`src/rtl/instr_sequencer_pkg.sv`:
```
// ---------------------------------------------------------------------------
// instr_sequencer_pkg
//   Definitions shared by the program sequencer and its counter sub-module.
//   Contents:
//     - ADDR_W, EPOCH_W : default PC / epoch counter widths
//     - HALT_OP         : opcode (instr[15:12]) that ends an epoch early
//     - seq_state_t     : sequencer FSM state encoding
//     - opcode_of()     : extracts the opcode field of an instruction word
// ---------------------------------------------------------------------------
package instr_sequencer_pkg;

   localparam int ADDR_W   = 16;
   localparam int EPOCH_W  = 16;
   localparam int OPCODE_W = 4;

   localparam logic [OPCODE_W-1:0] HALT_OP = 4'hF;

   typedef enum logic [1:0] {
      ST_IDLE = 2'd0,
      ST_RUN  = 2'd1,
      ST_DONE = 2'd2
   } seq_state_t;

   function automatic logic [OPCODE_W-1:0] opcode_of(input logic [15:0] word);
      return word[15:12];
   endfunction

endpackage

```
`src/rtl/instr_sequencer_seq_counter.sv`:
```
// ---------------------------------------------------------------------------
// seq_counter
//   Loadable up-counter with enable, synchronous clear and asynchronous
//   active-low reset. Priority: clear > load > en.
//   Ports:
//     clock    in  1  rising-edge clock
//     rst_n    in  1  asynchronous active-low reset (count -> 0)
//     clear    in  1  synchronous clear to 0
//     load     in  1  synchronous load of load_val
//     load_val in  W  value loaded when load=1
//     en       in  1  increment by one (modulo 2**W)
//     count    out W  current count
// ---------------------------------------------------------------------------
module seq_counter #(
   parameter int W = 16
) (
   input  logic         clock,
   input  logic         rst_n,
   input  logic         clear,
   input  logic         load,
   input  logic [W-1:0] load_val,
   input  logic         en,
   output logic [W-1:0] count
);

   logic [W-1:0] count_reg;

   always_ff @(posedge clock or negedge rst_n) begin
      if (!rst_n) begin
         count_reg <= '0;
      end else if (clear) begin
         count_reg <= '0;
      end else if (load) begin
         count_reg <= load_val;
      end else if (en) begin
         count_reg <= count_reg + W'(1);
      end
   end

   assign count = count_reg;

endmodule

```
`src/rtl/instr_sequencer.sv`:
```
// ---------------------------------------------------------------------------
// instr_sequencer
//   Program sequencer driving the instruction memory address. Replays a
//   program of prog_len words for epoch_count epochs, with stall and abort.
//   Ports:
//     clock       in  1        rising-edge clock
//     rst_n       in  1        asynchronous active-low reset
//     start       in  1        run request, honoured only in IDLE
//     abort       in  1        synchronous abort back to IDLE (no done pulse)
//     stall       in  1        freeze pc / epoch_idx this cycle
//     prog_len    in  ADDR_W   instructions per epoch, latched on start
//     epoch_count in  EPOCH_W  epochs to run, latched on start
//     instr       in  16       instruction word at pc (combinational read)
//     pc          out ADDR_W   instruction memory address
//     fetch_valid out 1        instr at pc is executed this cycle
//     epoch_idx   out EPOCH_W  current epoch, 0-based
//     busy        out 1        high while running
//     done        out 1        one-cycle completion pulse
// ---------------------------------------------------------------------------
module instr_sequencer #(
   parameter int          ADDR_W  = instr_sequencer_pkg::ADDR_W,
   parameter int          EPOCH_W = instr_sequencer_pkg::EPOCH_W,
   parameter logic [3:0]  HALT_OP = instr_sequencer_pkg::HALT_OP
) (
   input  logic               clock,
   input  logic               rst_n,
   input  logic               start,
   input  logic               abort,
   input  logic               stall,
   input  logic [ADDR_W-1:0]  prog_len,
   input  logic [EPOCH_W-1:0] epoch_count,
   input  logic [15:0]        instr,
   output logic [ADDR_W-1:0]  pc,
   output logic               fetch_valid,
   output logic [EPOCH_W-1:0] epoch_idx,
   output logic               busy,
   output logic               done
);

   import instr_sequencer_pkg::*;

   seq_state_t         state_reg, state_next;
   logic [ADDR_W-1:0]  len_reg;
   logic [EPOCH_W-1:0] count_reg;
   logic               busy_reg, done_reg;

   logic               latch_cfg;
   logic               pc_clear, pc_en;
   logic               ep_clear, ep_en;
   logic               end_of_epoch, last_epoch;

   // ------------------------------------------------------------------
   // Counters
   // ------------------------------------------------------------------
   seq_counter #(.W(ADDR_W)) u_pc_counter (
      .clock    (clock),
      .rst_n    (rst_n),
      .clear    (pc_clear),
      .load     (1'b0),
      .load_val ({ADDR_W{1'b0}}),
      .en       (pc_en),
      .count    (pc)
   );

   seq_counter #(.W(EPOCH_W)) u_epoch_counter (
      .clock    (clock),
      .rst_n    (rst_n),
      .clear    (ep_clear),
      .load     (1'b0),
      .load_val ({EPOCH_W{1'b0}}),
      .en       (ep_en),
      .count    (epoch_idx)
   );

   // ------------------------------------------------------------------
   // End-of-epoch detection. len_reg is never 0 while in RUN, so the
   // len-1 compare cannot underflow when it matters.
   // ------------------------------------------------------------------
   assign end_of_epoch = (pc == (len_reg - ADDR_W'(1))) ||
                         (opcode_of(instr) == HALT_OP);
   assign last_epoch   = (epoch_idx == (count_reg - EPOCH_W'(1)));

   // ------------------------------------------------------------------
   // State and registered status
   // ------------------------------------------------------------------
   always_ff @(posedge clock or negedge rst_n) begin
      if (!rst_n) begin
         state_reg <= ST_IDLE;
         len_reg   <= '0;
         count_reg <= '0;
         busy_reg  <= 1'b0;
         done_reg  <= 1'b0;
      end else begin
         state_reg <= state_next;
         if (latch_cfg) begin
            len_reg   <= prog_len;
            count_reg <= epoch_count;
         end
         // Status flags are registered copies of the state being entered,
         // so they line up exactly with RUN / DONE.
         busy_reg <= (state_next == ST_RUN);
         done_reg <= (state_next == ST_DONE);
      end
   end

   // ------------------------------------------------------------------
   // Next-state and counter control
   // ------------------------------------------------------------------
   always_comb begin
      state_next = state_reg;
      latch_cfg  = 1'b0;
      pc_clear   = 1'b0;
      pc_en      = 1'b0;
      ep_clear   = 1'b0;
      ep_en      = 1'b0;

      if (abort) begin
         state_next = ST_IDLE;
         pc_clear   = 1'b1;
         ep_clear   = 1'b1;
      end else begin
         case (state_reg)
            ST_IDLE: begin
               if (start) begin
                  if ((prog_len != '0) && (epoch_count != '0)) begin
                     latch_cfg  = 1'b1;
                     pc_clear   = 1'b1;
                     ep_clear   = 1'b1;
                     state_next = ST_RUN;
                  end else begin
                     // Empty run: report completion without executing.
                     state_next = ST_DONE;
                  end
               end
            end
            ST_RUN: begin
               if (!stall) begin
                  if (end_of_epoch) begin
                     if (last_epoch) begin
                        // pc / epoch_idx keep their final values.
                        state_next = ST_DONE;
                     end else begin
                        pc_clear = 1'b1;
                        ep_en    = 1'b1;
                     end
                  end else begin
                     pc_en = 1'b1;
                  end
               end
            end
            ST_DONE: begin
               state_next = ST_IDLE;
            end
            default: begin
               state_next = ST_IDLE;
            end
         endcase
      end
   end

   assign fetch_valid = (state_reg == ST_RUN) && !stall;
   assign busy        = busy_reg;
   assign done        = done_reg;

endmodule

```
`config.mk`:
```
export PLATFORM = sky130hd
export DESIGN_NAME = instr_sequencer
export DESIGN_NICKNAME = d
export VERILOG_FILES = /design/src/rtl/instr_sequencer_pkg.sv /design/src/rtl/instr_sequencer_seq_counter.sv /design/src/rtl/instr_sequencer.sv
export SDC_FILE = /design/constraint.sdc
export NUM_CORES = 1
export LEC_CHECK = 0
export ABC_AREA = 1
export CAP_MARGIN = 10
export CORE_UTILIZATION = 55
export CTS_CLUSTER_SIZE = 28
export DETAILED_ROUTE_END_ITERATION = 6
export GPL_TIMING_DRIVEN = 0
export PLACE_DENSITY = 0.8
export RECOVER_POWER = 25
export SYNTH_ARGS = -nofsm -noshare
export SYNTH_HDL_FRONTEND = slang
export SYNTH_HIERARCHICAL = 1
export SYNTH_SLANG_ARGS = --single-unit
```
`constraint.sdc`:
```
create_clock -name clock -period 3.27 [get_ports clock]
set_clock_uncertainty 0.15 [all_clocks]
set_input_delay 0.327 -clock clock [delete_from_list [all_inputs] [get_ports clock]]
set_output_delay 0.327 -clock clock [all_outputs]
set_load 0.1 [all_outputs]
```
==> results.sh <==
export IMPL_hold_path_class="flip-flop to flip-flop"
export IMPL_endpoint_kind="flip-flop"
export IMPL_grt_pass1_wl_mm=23.3
export IMPL_p_leak_uw=0.00319
export IMPL_port_buffers=75
export IMPL_die_area_sq_mm=0.0100
export IMPL_final_cell_mix="245 x nand2_1, 126 x nor2_1, 82 x inv_1"
export IMPL_setup_viol=0
export IMPL_maxCapViolations=1
export IMPL_status="finished, violations left"
export IMPL_min_period_ns=2.95
export IMPL_clock_fmax_mhz=339
export IMPL_root_buffer="clkbuf_8"
export IMPL_critPathMaxStageDelay_ns=0.46
export IMPL_fin_worst_hold_slack_ns=0.373
export IMPL_start_util=0.569
export IMPL_worst_r2r_cell_count=15
export IMPL_r2r_end="u_pc_counter/count[0]"
export IMPL_via_per_inst=5.13
export IMPL_area_growth_syn_to_layout_pct=23.4
export IMPL_critical_path_slowest_cell="nor4_2"
export IMPL_ir_worst_vdd_v=0.000314
export IMPL_finalHoldViolCount=0
export IMPL_worstHoldStart="len_reg[15]"
export IMPL_ant_nets=0
export IMPL_path_clk_slew_ns=0.08
export IMPL_placedCellCount=1039
export IMPL_crit_reg2reg_launch="len_reg[0]"
export IMPL_yosys_area_top_type_share=0.322
export IMPL_drv_slew=69
export IMPL_slew_headroom=-0.177
export IMPL_dp_hpwl_mm=10.4
export IMPL_drt_initial_drc_count=224
export IMPL_ys_types=34
export IMPL_fin_cells=1056
export IMPL_antenna_cells=0
export IMPL_die_y_microns=100
export IMPL_gr_total_overflow=0
export IMPL_antenna_found_initial=0
export IMPL_synth_seq_cells=68
export IMPL_syn_mean_instance_area_sq_um=6.58
export IMPL_die_width_microns=100
export IMPL_num_nets_final=979
export IMPL_ys_warnings_count=6
export IMPL_min_to="len_reg[15]"
export IMPL_wl_per_cell_microns=12.9
export IMPL_cts_made_buffers=9
export IMPL_cp_max_fo=10
export IMPL_fin_tns_setup_ns=0
export IMPL_final_common_cell="nand2_1"
export IMPL_routed_wl_mm=13.7
export IMPL_clockBufferDepth=2
export IMPL_ys_seq_area_frac=0.322
export IMPL_crit_type="flip-flop to flip-flop"
export IMPL_place_worst_setup_slack_ns=0.0167
export IMPL_cp_cell_sequence="inv_1 -> ha_1 -> nand2_2 -> nor2_4 -> nand3_1 -> o21ai_0 -> inv_1 -> nand2_1 -> nor2_1 -> nand2_1 -> nand2_2 -> nor4_2 -> o21bai_4 -> buf_4 -> o22ai_1"
export IMPL_coreArea_sq_mm=0.00928
export IMPL_synthCells=802
export IMPL_grt_pass1_vias=5277
export IMPL_vias=5421
export IMPL_synth_top_cell_by_area="dfrtp_1"
export IMPL_rsz0062_at_grt="no"
export IMPL_syn_area_sq_mm=0.00528
export IMPL_firstDrtPassIters=5
export IMPL_drc=0
export IMPL_grt_max_degree=69
export IMPL_clock_latency_ns=0.35
export IMPL_postLayoutSetupSlackWorst_ns=0.316
export IMPL_critical_path_required_ns=3.38
export IMPL_tritoncts="yes"
export IMPL_yosys_top_cells_area="dfrtp_1 32%, nand2_1 17%, nor2_1 9.0%"
export IMPL_rows=35
export IMPL_arrival_ns=3.07
export IMPL_cp_start_kind="flip-flop"
export IMPL_p_per_area_mw_per_mm2=419
export IMPL_post_dp_cell_area_sq_mm=0.00631
export IMPL_clock_sinks=68
export IMPL_track_usage=0.295
export IMPL_io_pins=88
export IMPL_final_layout_size_suffix_gt1_frac=0.109
export IMPL_hold_depth=2
export IMPL_r2r_slack_ns=0.32
export IMPL_post_route_period_util=0.903
export IMPL_tightestPinTransition_ns=1.77
export IMPL_gp_congestion=0.879
export IMPL_htreeDepth=3
export IMPL_fin_area_sq_mm=0.00651
export IMPL_violations="max-capacitance violations, max-slew violations"
==> cell usage after synthesis <==
library cell and number:
buf_2 5, o21ai_1 9, nand2_1 245, or2_2 3, xnor2_1 11, nor3_1 2, nor2_2 15, nand2_2 22
nor4_1 5, nand3_2 6, o21ai_0 32, o31ai_1 4, conb_1 1, xor2_1 27, o41ai_1 1, a21oi_1 9
nor3_4 2, nor2_4 10, nand3_1 59, ha_1 4, nor2_1 127, inv_1 82, o21bai_4 2, clkbuf_1 2
o22ai_1 2, inv_4 2, nand3b_1 11, nand4_1 15, buf_1 1, buf_4 10, inv_2 6, buf_6 1
xnor3_1 1, dfrtp_1 68
==> per-layer routing <==
layer / track usage / part of all wire / vias to the layer above / wire [microns]
li1: - / - / 2724 / -
met1: 0.336 / 0.41 / 2515 / 5650
met2: 0.549 / 0.52 / 156 / 7100
met3: 0.0536 / 0.043 / 26 / 593
met4: 0.109 / 0.024 / 0 / 333
met5: 0 / 0 / - / 0
==> through the flow <==
| step | total power, uW | util |
|---|---|---|
| 5_1_grt | 2910 | 0.702 |
| 3_5_place_dp | 2040 | 0.680 |
| 4_1_cts | 2730 | 0.702 |
| 2_1_floorplan | 1780 | - |
| 3_3_place_gp | 2010 | 0.680 |
| 6_report | 2730 | 0.702 |
==> logic make-up (layout without fill, tap and decap cells) <==
| family | count (synthesis) | after routing | share of synthesized area |
|---|---|---|---|
| simple gates | 522 | 522 | 0.448 |
| buf+inv | 109 | 201 | 0.0882 |
| fa+ha+maj | 4 | 4 | 0.00948 |
| other cells | 1 | 34 | 0.000710 |
| compound gates | 59 | 59 | 0.0642 |
| xor+xnor | 39 | 39 | 0.0673 |
| flops | 68 | 68 | 0.322 |
==> worst max-delay path: cells and delay by family, from the launching register on <==
family	cells	cell delay [ns]
AO/OA/AOI/OAI	3	0.51
adder cells (fa/ha/maj)	1	0.22
buffers and inverters	3	0.39
flip-flops	1	0.44
AND/OR/NAND/NOR	8	1.15
==> final cells by class <==
| type | count | area (sq um) |
|---|---|---|
| multi-input combinational | 658 | 3250 |
| clock buffer | 11 | 131 |
| inverter | 90 | 343 |
| sequential | 68 | 1700 |
| clock inverter | 5 | 52.6 |
| buffer | 19 | 123 |
| tap | 129 | 161 |
| timing repair buffer | 76 | 756 |
| fill | 813 | 2770 |
==> what timing repair did <==
item / in CTS / in global routing
resized for setup: 1 / 1
buffers inserted: 0 / 0
setup endpoints to repair: 5 / 6
pin swaps: 0 / 0
endpoints found under the hold margin: 68 / 0
hold buffers: 1 / 0
==> how the worst max path moves through the flow <==
stage                      start                  endpoint  slack [ns]  cells after the start
floorplan           state_reg[1]  u_epoch_counter/count[1]        0.24                      8
global placement           rst_n  u_epoch_counter/count[0]       -0.64                      1
detailed placement    len_reg[0]     u_pc_counter/count[1]        0.02                     15
CTS                   len_reg[0]  u_epoch_counter/count[1]        0.23                     17
global route          len_reg[0]  u_epoch_counter/count[7]        0.10                     19
finish                len_reg[0]     u_pc_counter/count[0]        0.32                     15
==> power breakdown <==
group / internal (uW) / switching (uW)
combinational: 346 / 597
clock: 349 / 340
sequential: 938 / 155
total: 1630 / 1090
No activity file was read; power rests on OpenSTA's default activity.
